$ cat src/rtl/alu_cmd_queue.sv
// alu_cmd_queue
//   Issue stage in front of a combinational 4-bit ALU. Commands {S,A,B} are
//   buffered in a DEPTH-entry FIFO. The head entry is driven straight out of
//   storage to the ALU; its result F is captured into an output register
//   that is handed downstream with a valid/ready handshake.
//
//   Optional feature macro: ALU_CHAIN_EN
//     When defined, each command carries a chain bit (IN_CHAIN). A chained
//     head entry takes operand A from LAST_F (the F of the most recent pop)
//     instead of its stored A.
//
// Ports
//   CLK, RST            clock, synchronous active-high reset
//   IN_VALID/IN_READY   upstream command handshake (IN_READY = not full)
//   IN_S, IN_A, IN_B    command opcode and operands
//   IN_CHAIN            (ALU_CHAIN_EN only) chain previous result into A
//   S, A, B             head command to the ALU (0 when queue is empty)
//   F                   ALU result for S/A/B
//   OUT_VALID/OUT_READY downstream result handshake
//   OUT_S, OUT_F        opcode and captured result
//   COUNT               FIFO occupancy, 0..DEPTH
module alu_cmd_queue #(
  parameter int WIDTH = 4,
  parameter int SEL_W = 3,
  parameter int DEPTH = 4
) (
  input  logic                       CLK,
  input  logic                       RST,
  input  logic                       IN_VALID,
  output logic                       IN_READY,
  input  logic [SEL_W-1:0]           IN_S,
  input  logic [WIDTH-1:0]           IN_A,
  input  logic [WIDTH-1:0]           IN_B,
`ifdef ALU_CHAIN_EN
  input  logic                       IN_CHAIN,
`endif
  output logic [SEL_W-1:0]           S,
  output logic [WIDTH-1:0]           A,
  output logic [WIDTH-1:0]           B,
  input  logic [WIDTH-1:0]           F,
  output logic                       OUT_VALID,
  input  logic                       OUT_READY,
  output logic [SEL_W-1:0]           OUT_S,
  output logic [WIDTH-1:0]           OUT_F,
  output logic [$clog2(DEPTH+1)-1:0] COUNT
);

  localparam int PTR_W = $clog2(DEPTH);
  localparam int CNT_W = $clog2(DEPTH+1);

  typedef enum logic {R_EMPTY = 1'b0, R_FULL = 1'b1} r_state_t;

  // Command storage
  logic [SEL_W-1:0] mem_s [DEPTH];
  logic [WIDTH-1:0] mem_a [DEPTH];
  logic [WIDTH-1:0] mem_b [DEPTH];

  logic [PTR_W-1:0] wr_ptr_reg;
  logic [PTR_W-1:0] rd_ptr_reg;
  logic [CNT_W-1:0] count_reg;
  r_state_t         state_reg;
  logic [SEL_W-1:0] out_s_reg;
  logic [WIDTH-1:0] out_f_reg;

  logic push;
  logic pop;
  logic not_empty;
  logic [WIDTH-1:0] head_a;

  assign not_empty = (count_reg != '0);
  assign IN_READY  = (count_reg != CNT_W'(DEPTH));
  assign push      = IN_VALID & IN_READY;
  // The result register can take a new value when it is empty or is being
  // drained this cycle.
  assign pop       = not_empty & ((state_reg == R_EMPTY) | OUT_READY);

`ifdef ALU_CHAIN_EN
  logic             mem_chain [DEPTH];
  logic [WIDTH-1:0] last_f_reg;

  always_ff @(posedge CLK) begin
    if (push) mem_chain[wr_ptr_reg] <= IN_CHAIN;
  end

  // Result of the latest pop; survives draining, cleared only by reset.
  always_ff @(posedge CLK) begin
    if (RST)      last_f_reg <= '0;
    else if (pop) last_f_reg <= F;
  end

  assign head_a = mem_chain[rd_ptr_reg] ? last_f_reg : mem_a[rd_ptr_reg];
`else
  assign head_a = mem_a[rd_ptr_reg];
`endif

  // Storage write port; contents need no reset since COUNT gates the read.
  always_ff @(posedge CLK) begin
    if (push) begin
      mem_s[wr_ptr_reg] <= IN_S;
      mem_a[wr_ptr_reg] <= IN_A;
      mem_b[wr_ptr_reg] <= IN_B;
    end
  end

  // Head entry goes to the ALU with no extra register stage.
  assign S = not_empty ? mem_s[rd_ptr_reg] : '0;
  assign A = not_empty ? head_a            : '0;
  assign B = not_empty ? mem_b[rd_ptr_reg] : '0;

  // Pointers and occupancy; pointers wrap naturally as DEPTH is a power of 2.
  always_ff @(posedge CLK) begin
    if (RST) begin
      wr_ptr_reg <= '0;
      rd_ptr_reg <= '0;
      count_reg  <= '0;
    end else begin
      if (push) wr_ptr_reg <= wr_ptr_reg + PTR_W'(1);
      if (pop)  rd_ptr_reg <= rd_ptr_reg + PTR_W'(1);
      case ({push, pop})
        2'b10:   count_reg <= count_reg + CNT_W'(1);
        2'b01:   count_reg <= count_reg - CNT_W'(1);
        default: count_reg <= count_reg;
      endcase
    end
  end

  // Result stage FSM with registered outputs.
  always_ff @(posedge CLK) begin
    if (RST) begin
      state_reg <= R_EMPTY;
      out_s_reg <= '0;
      out_f_reg <= '0;
    end else if (pop) begin
      state_reg <= R_FULL;
      out_s_reg <= S;
      out_f_reg <= F;
    end else if (OUT_READY) begin
      state_reg <= R_EMPTY;
    end
  end

  assign OUT_VALID = (state_reg == R_FULL);
  assign OUT_S     = out_s_reg;
  assign OUT_F     = out_f_reg;
  assign COUNT     = count_reg;

endmodule

$ cat config.mk
export PLATFORM = sky130hd
export DESIGN_NAME = alu_cmd_queue
export DESIGN_NICKNAME = d
export VERILOG_FILES = /design/src/rtl/alu_cmd_queue.sv
export SDC_FILE = /design/constraint.sdc
export NUM_CORES = 1
export LEC_CHECK = 0
export ABC_AREA = 1
export CORE_AREA = 2 2 64 81
export CTS_CLUSTER_DIAMETER = 100
export DETAILED_ROUTE_END_ITERATION = 10
export DIE_AREA = 0 0 66 83
export PLACE_DENSITY = 0.84
export SLEW_MARGIN = 20
export SYNTH_ARGS = -nofsm -noshare
export SYNTH_HDL_FRONTEND = slang
export SYNTH_SLANG_ARGS = --single-unit
export TNS_END_PERCENT = 30
$ cat constraint.sdc
create_clock -name CLK -period 3.6 [get_ports CLK]
set_input_delay 1.08 -clock CLK [delete_from_list [all_inputs] [get_ports CLK]]
set_output_delay 1.08 -clock CLK [all_outputs]
set_load 0.02 [all_outputs]
# After elaboration in Yosys (flattened, before gate mapping)
# Memory sizes are Yosys's and may differ from the RTL's. A register that Yosys moved wholly into a read port is not among the register bits.
# Cells that the tools add are included.
[classes]
add_sub_neg = 4
n_eq_ne = 3
n_mux = 14
bitwise_logic = 4
reduce_logical = 3
[op_table]
columns = ["cell", "n"]
rows = [
  ["two-way mux 2 bit", 6],
  ["two-way mux 4 bit", 2],
  ["case mux 3 bit (2 select lines)", 1],
  ["adder 2 x 1 -> 2 bit (second input constant)", 2],
  ["two-way mux 1 bit", 4],
  ["nonzero test 2 bit", 2],
  ["adder 3 x 1 -> 3 bit (second input constant)", 1],
  ["two-way mux 3 bit", 1],
  ["inequality test 3 bit (second input constant)", 1],
  ["nonzero test 3 bit", 1],
  ["subtractor 3 x 1 -> 3 bit (second input constant)", 1],
  ["bitwise AND 1 bit", 2],
  ["== test 2 x 1 -> 1 bit (second input constant)", 1],
  ["== test 2 bit (second input constant)", 1],
  ["NOT 1 bit", 1],
  ["bitwise OR 1 bit", 1],
]
[word_totals]
register_bits = 15
ramBits = 44
in_bits = 19
output_inout_bits = 23
word_cells = 37
memories = 3
[memory_table]
columns = ["memory", "depth", "width", "read_ports", "rd_ports_with_merged_regs", "wr", "line_no", "text"]
rows = [
  ["mem_a", 4, 4, 1, 1, 1, "55", "logic [WIDTH-1:0] mem_a [DEPTH];"],
  ["mem_b", 4, 4, 1, 1, 1, "56", "logic [WIDTH-1:0] mem_b [DEPTH];"],
  ["mem_s", 4, 3, 1, 1, 1, "54", "logic [SEL_W-1:0] mem_s [DEPTH];"],
]

# Logic depth before layout (Yosys ltp)
# Gate-level depths: netlist of the first run.
[depth]
depth_word = 5
depth_mapped = 13
mapped_depth_nobuf = 13

# Worst setup path after synthesis of the first run
# No wires, ideal clock.
[synth_timing]
kind = "input port to flip-flop"
from = "input OUT_READY"
to = "register count_reg[2] (netlist: COUNT[2])"
setup_time_ps = 113
arrival_time_ps = 2279
required_ps = 3487
path_slack_ps = 1208
path_stages = 13
n_path_buf = 0
cell_sequence = "inv_1 nand2_1 nand2_2 inv_1 ha_1 inv_1 fa_1 inv_1 nand2_1 nand3_1 nand2_1 nand2_1 nor2_1"
[synth_via]
elab_chain_len = 4
elab_cells_between_ends = 6
classes_between = "eq/ne (2); mux (1); bitwise (2); reduce/logical (1)"
[synth_rtl]
columns = ["element", "line_no", "text"]
rows = [
  ["start, declared", "42", "input logic OUT_READY,"],
  ["bitwise OR 1 bit (*)", "75", "assign pop = not_empty & ((state_reg == R_EMPTY) | OUT_READY);"],
  ["bitwise AND 1 bit (*)", "75", ""],
  ["named net pop", "66", "logic pop;"],
  ["== test 2 x 1 -> 1 bit / == test 2 bit (equally long branches)", "119", "case ({push, pop})"],
  ["case mux 3 bit (2 select lines) / nonzero test 2 bit (equally long branches)", "-", ""],
  ["end signal, assigned", "120", "2'b10: count_reg <= count_reg + CNT_W'(1);"],
  ["end signal, assigned", "121", "2'b01: count_reg <= count_reg - CNT_W'(1);"],
  ["end signal, assigned", "122", "default: count_reg <= count_reg;"],
  ["end, declared", "60", "logic [CNT_W-1:0] count_reg;"],
]
# The timed path passes the listed nets; every way through them passes the cells marked *.
# A chain may end at the register's enable or synchronous reset.

==> flow_metrics.tcl, run 1 <==
set metrics [dict create \
    antenna_found_initial 0 \
    cts_resized 0 \
    clock-sinks 61 \
    cp-end-kind "output pin" \
    via_per_inst 5.00 \
    rsz0062_at_grt "no" \
    top_layer "met4" \
    synth_nets 280 \
    drc 0 \
    avgSynthCellArea_um2 10.2 \
    dieArea_mm2 0.00548 \
    io_pins 42 \
    worst_slew_pin_slew_ns 0.491 \
    die_w_um 66 \
    first_pass_iters 4 \
    ctsHoldBuffers 0 \
    p_leak_nw 1.32 \
    cts_tree "yes" \
    path_cells "buf_4 -> nor2_1 -> nor2_1 -> o21ai_0 -> a21oi_1 -> clkdlybuf4s50_1" \
    critPathMaxFanout 14 \
    cts.htree.levels 3 \
    ys_ff_latch 61 \
    path_class "reg -> out" \
    clkTransAtPathRegs_ns 0.07 \
    ir_worst_vdd_mv 0.570 \
    cp_slowest_stage_delay_ns 0.62 \
    nNetsFinal 329 \
    wl_met2_um 2830 \
    grt_pass1_vias 1855 \
    antenna_left 0 \
    yosysWarnings 0 \
    final_layout_size_suffix_gt1_share_pct 9.74 \
    drv_slew 0 \
    gr-usage-all-layers_pct 20.7 \
    via_count 1839 \
    wirelength_um 5120 \
    finalCriticalPeriod_ns 3.27 \
    root_buffer "clkbuf_8" \
    cpLargestDelayFamily "buffers and inverters" \
    placementRows 28 \
    cp-start-kind "flop" \
    critPathSlowestCell "clkdlybuf4s50_1" \
    cap_violations 0 \
    start_util_pct 55.4 \
    hold_viol_final 0 \
    cp_common_cell "nor2_1" \
    hold-worst-slack_ns 0.496 \
    syn_inst 255 \
    wl_met1_um 1940 \
    max_freq_mhz 306 \
    top_regs "mem_a x16, mem_b x16, mem_s x12" \
    seq_area_frac_synth_pct 63.9 \
    die_h_um 83 \
    fin_crit_sh_pct 90.8 \
    cts_setup_buffers 0 \
    gr-total-overflow 0 \
    design.core.area_mm2 0.00469 \
    diodes 0 \
    grt_pass1_wl_um 8270 \
    synthToLayoutAreaGrowth_pct 24.7 \
    hpwl_um 3300 \
    worst_ep_arrival_time_ns 2.19 \
    cts_inserted_buffers 9 \
    wl_per_cell_um 13.9 \
    setup_viol 0 \
    worst_slack_ns 0.332 \
    port_buffers 41 \
    skew_ns 0.00761 \
    place_ws_ns 0.437 \
    gp_congestion 0.820 \
    power_density_mw_per_mm2 856 \
    ys_types 17 \
    drt_iter0_markers 61 \
    critPathBufInv 2 \
    wl_met3_um 201 \
    required_ns 2.52 \
    cts_max_path_buffers 2 \
    synth.cell_area_mm2 0.00260 \
    final.setup.tns_ns 0 \
    clock_latency_ns 0.33 \
    hold_class "reg -> reg" \
    relSlewSlack_pct 67.2 \
    status "finished clean" \
    grt_max_degree 23 \
]
## cells in the final DEF (no fill, tap or decap), drive strengths merged, types with 5 or more instances in the layout
cell / synthesis / routed
dfxtp: 17 / 17
buf: 5 / 6
ha: 5 / 5
edfxtp: 44 / 44
clkdlybuf4s50: 0 / 41
a21oi: 16 / 16
o21ai: 23 / 23
clkbuf: 4 / 9
nand3: 10 / 10
nand2: 38 / 38
nor2: 56 / 56
inv: 36 / 36
## power by group
part           internal, mW  switching (mW)
registers             0.876          0.0679
logic                 0.479           0.729
clock network         0.379           0.244
## stage by stage
step	instance area, um^2	cells	power [mW]	utilization [%]
final	3240	368	2.78	69.1
after global routing	3240	368	2.95	69.1
after CTS	3240	368	2.79	69.1
after detailed placement	3040	353	2.16	64.8
after global placement	3040	353	2.12	64.8
after floorplan	2600	255	1.74	-
## cells in the mapped netlist
master,count,area share [%]
clkbuf_2,1,0.19
edfxtp_1,44,51
nor2_1,56,8.1
buf_2,2,0.39
inv_1,35,5.1
nand2_1,33,4.8
buf_6,3,1.3
inv_2,1,0.14
dfxtp_1,17,13
fa_1,1,0.77
nand3_2,4,1.5
nand3_1,6,1.2
clkbuf_8,3,1.6
a21oi_1,16,3.1
ha_1,5,2.4
nand2_2,5,1.2
o21ai_0,23,4.4
## kinds of logic (layout without fill, tap and decap cells)
family	Yosys count	count (layout)	synth area share (%)
compound gates	39	39	7.51
fa+ha+maj	6	6	3.18
buf+inv	45	98	8.66
flops	61	61	63.9
simple gates	104	104	16.7
## cell type report
cell class                 count  area [um^2]
inverter                      36          135
clock inverter                 6         78.8
tap                           60         75.1
sequential                    61         1660
fill                         356         1450
multi-input combinational    149          713
clock buffer                   9          124
timing repair buffer          47          455
## tightest hold or removal path, cell delays in order (launching register included)
cell,delay [ns]
dfxtp_1,0.31
nor2_1,0.09
nor2_1,0.05
## metal layers
layer	vias up	GRT usage (%)
met5	-	0
met4	0	13.9
met3	13	2.85
met2	47	35.9
met1	857	22.6
li1	922	-
## path summary, 6_finish.rpt
path,startpoint,to,slack [ns],depth (start not counted)
hold reg to reg,OUT_F[1],OUT_F[1],0.50,2
setup / recovery,flop,B[0],0.33,6
setup reg to reg,COUNT[1],COUNT[2],1.49,11
hold / removal,OUT_F[1],OUT_F[1],0.50,2
No activity file was read; power rests on OpenSTA's default activity.
==> inputs of run 2 (changes only) <==
CORE_AREA = 2 2 69 88   (was 2 2 64 81)
DIE_AREA = 0 0 71 90   (was 0 0 66 83)
PLACE_DENSITY = 0.76   (was 0.84)
clock period = 3 ns   (was 3.6 ns; I/O delays follow)
==> run 2 against run 1 <==
Against the previous run: first-iteration DRC count up 25%; combinational power up 25%; non-clock buffer count up 3; setup slack better by 0.060 ns; power up 19%; largest power group unchanged.
==> flow_metrics.tcl, run 2 (synthesis results as in run 1) <==
set metrics [dict create \
    final_layout_size_suffix_gt1_share_pct 11.2 \
    skew_ns 0.00574 \
    status "finished clean" \
    path_class "reg -> out" \
    finalCriticalPeriod_ns 2.61 \
    cp-end-kind "output pin" \
    clock_latency_ns 0.33 \
    cts_tree "yes" \
    top_regs "mem_a x16, mem_b x16, mem_s x12" \
    grt_max_degree 23 \
    drc 0 \
    p_int_mw 2.05 \
    cts.htree.levels 3 \
    dieArea_mm2 0.00639 \
    place_ws_ns 0.159 \
    nNetsFinal 332 \
    drv_slew 0 \
    start_util_pct 46.2 \
    clkTransAtPathRegs_ns 0.07 \
    cts_max_path_buffers 2 \
    worst_ep_arrival_time_ns 1.71 \
    p_leak_nw 1.47 \
    required_ns 2.10 \
    power_density_mw_per_mm2 1000 \
    via_count 1835 \
    seqPwrFrac_pct 33.9 \
    ir_worst_vdd_mv 0.483 \
    gp_congestion 0.782 \
    max_freq_mhz 384 \
    worst_slew_pin_slew_ns 0.456 \
    fin_crit_sh_pct 86.9 \
    worst_slack_ns 0.392 \
    first_pass_iters 4 \
    switching_share_pct 38.3 \
    layout_common_cells "nor2_1 (56), edfxtp_1 (44), inv_1 (34)" \
    placementRows 31 \
    grt_pass1_vias 1770 \
    ctsHoldBuffers 0 \
    die_h_um 90 \
    gr-total-overflow 0 \
    combPwrFrac_pct 45.5 \
    grt_pass1_wl_um 7910 \
    hold-worst-slack_ns 0.491 \
    relSlewSlack_pct 69.6 \
    wirelength_um 4920 \
    io_pins 42 \
    die_w_um 71 \
    final_common_cell "nor2_1" \
    post-route-util_pct 58.8 \
    gr-usage-all-layers_pct 16.6 \
    p_switching_mw 1.27 \
    rsz0062_at_grt "no" \
    finalPower_mw 3.32 \
    critPathMaxFanout 12 \
    hpwl_um 3180 \
    cts_inserted_buffers 9 \
    cp-start-kind "flop" \
    setup_viol 0 \
    hold_class "reg -> reg" \
    cap_violations 0 \
    port_buffers 41 \
    clockPowerShare_pct 20.7 \
    design.core.area_mm2 0.00562 \
    final.setup.tns_ns 0 \
    via_per_inst 4.85 \
    clock-sinks 61 \
    diodes 0 \
    hold_viol_final 0 \
    antenna_left 0 \
    antenna_found_initial 0 \
    synthToLayoutAreaGrowth_pct 27.1 \
    root_buffer "clkbuf_8" \
    drt_iter0_markers 76 \
    wl_per_cell_um 13.0 \
]
[run 2: cell count changes in the layout (fill, tap and decap cells not counted)]
cell,before,now
inv_1,35,34
dlymetal6s2s_1,0,11
buf_12,0,1
clkinv_4,0,1
bufinv_16,2,1
clkbuf_1,0,1
buf_4,6,8
clkinv_1,1,0
clkinv_2,3,2
clkdlybuf4s50_1,41,30
clkinvlp_4,0,3
[run 2: area by class of cell]
cell class	count	area (um^2)
Tap cell	66	82.6
Inverter	36	139
Timing Repair Buffer	50	518
Fill cell	440	2320
Clock buffer	10	128
Sequential cell	61	1660
Clock inverter	6	63.8
Multi-Input combinational cell	149	713
[run 2: path summary, 6_finish.rpt]
| path | start | endpoint | slack [ns] | depth (start not counted) |
|---|---|---|---|---|
| hold reg to reg | OUT_F[0] | OUT_F[0] | 0.49 | 2 |
| setup / recovery | flop | B[2] | 0.39 | 6 |
| setup reg to reg | COUNT[1] | COUNT[2] | 1.01 | 12 |
| hold / removal | OUT_F[0] | OUT_F[0] | 0.49 | 2 |
[run 2: through the flow]
step | cells | area [um^2]
after CTS | 377 | 3250
after detailed placement | 361 | 3060
after global placement | 361 | 3060
after global routing | 378 | 3310
final | 378 | 3310
after floorplan | 255 | 2600
[run 2: worst max-delay path: stages (launching register included)]
cell and delay (ns):
dfxtp_1 0.42, buf_4 0.22, nor2_1 0.07, nor2_1 0.09, o21ai_0 0.10, a21oi_1 0.21
dlymetal6s2s_1 0.25
[run 2: what timing repair did]
item                                    CTS  global route
buffers inserted                          0             1
endpoints found under the setup margin    0            11
gates resized for setup                   0            12
[run 2: power by group through the flow]
stage               registers [mW]  logic (mW)  clock network (mW)
detailed placement            1.14        1.48                   0
global placement              1.14        1.45                   0
floorplan                     1.21       0.875                   0
finish                        1.12        1.51               0.685
CTS                           1.12        1.49               0.695
global route                  1.14        1.64               0.730
[run 2: metal layers]
metal | track usage [%] | part of all wire [%] | wire length, um | up-vias
met5 | 0 | 0 | 0 | -
met4 | 12.3 | 2.9 | 141 | 0
met3 | 3.14 | 3.3 | 164 | 12
met2 | 27.3 | 53 | 2600 | 37
met1 | 18.8 | 41 | 2010 | 858
li1 | - | - | - | 928
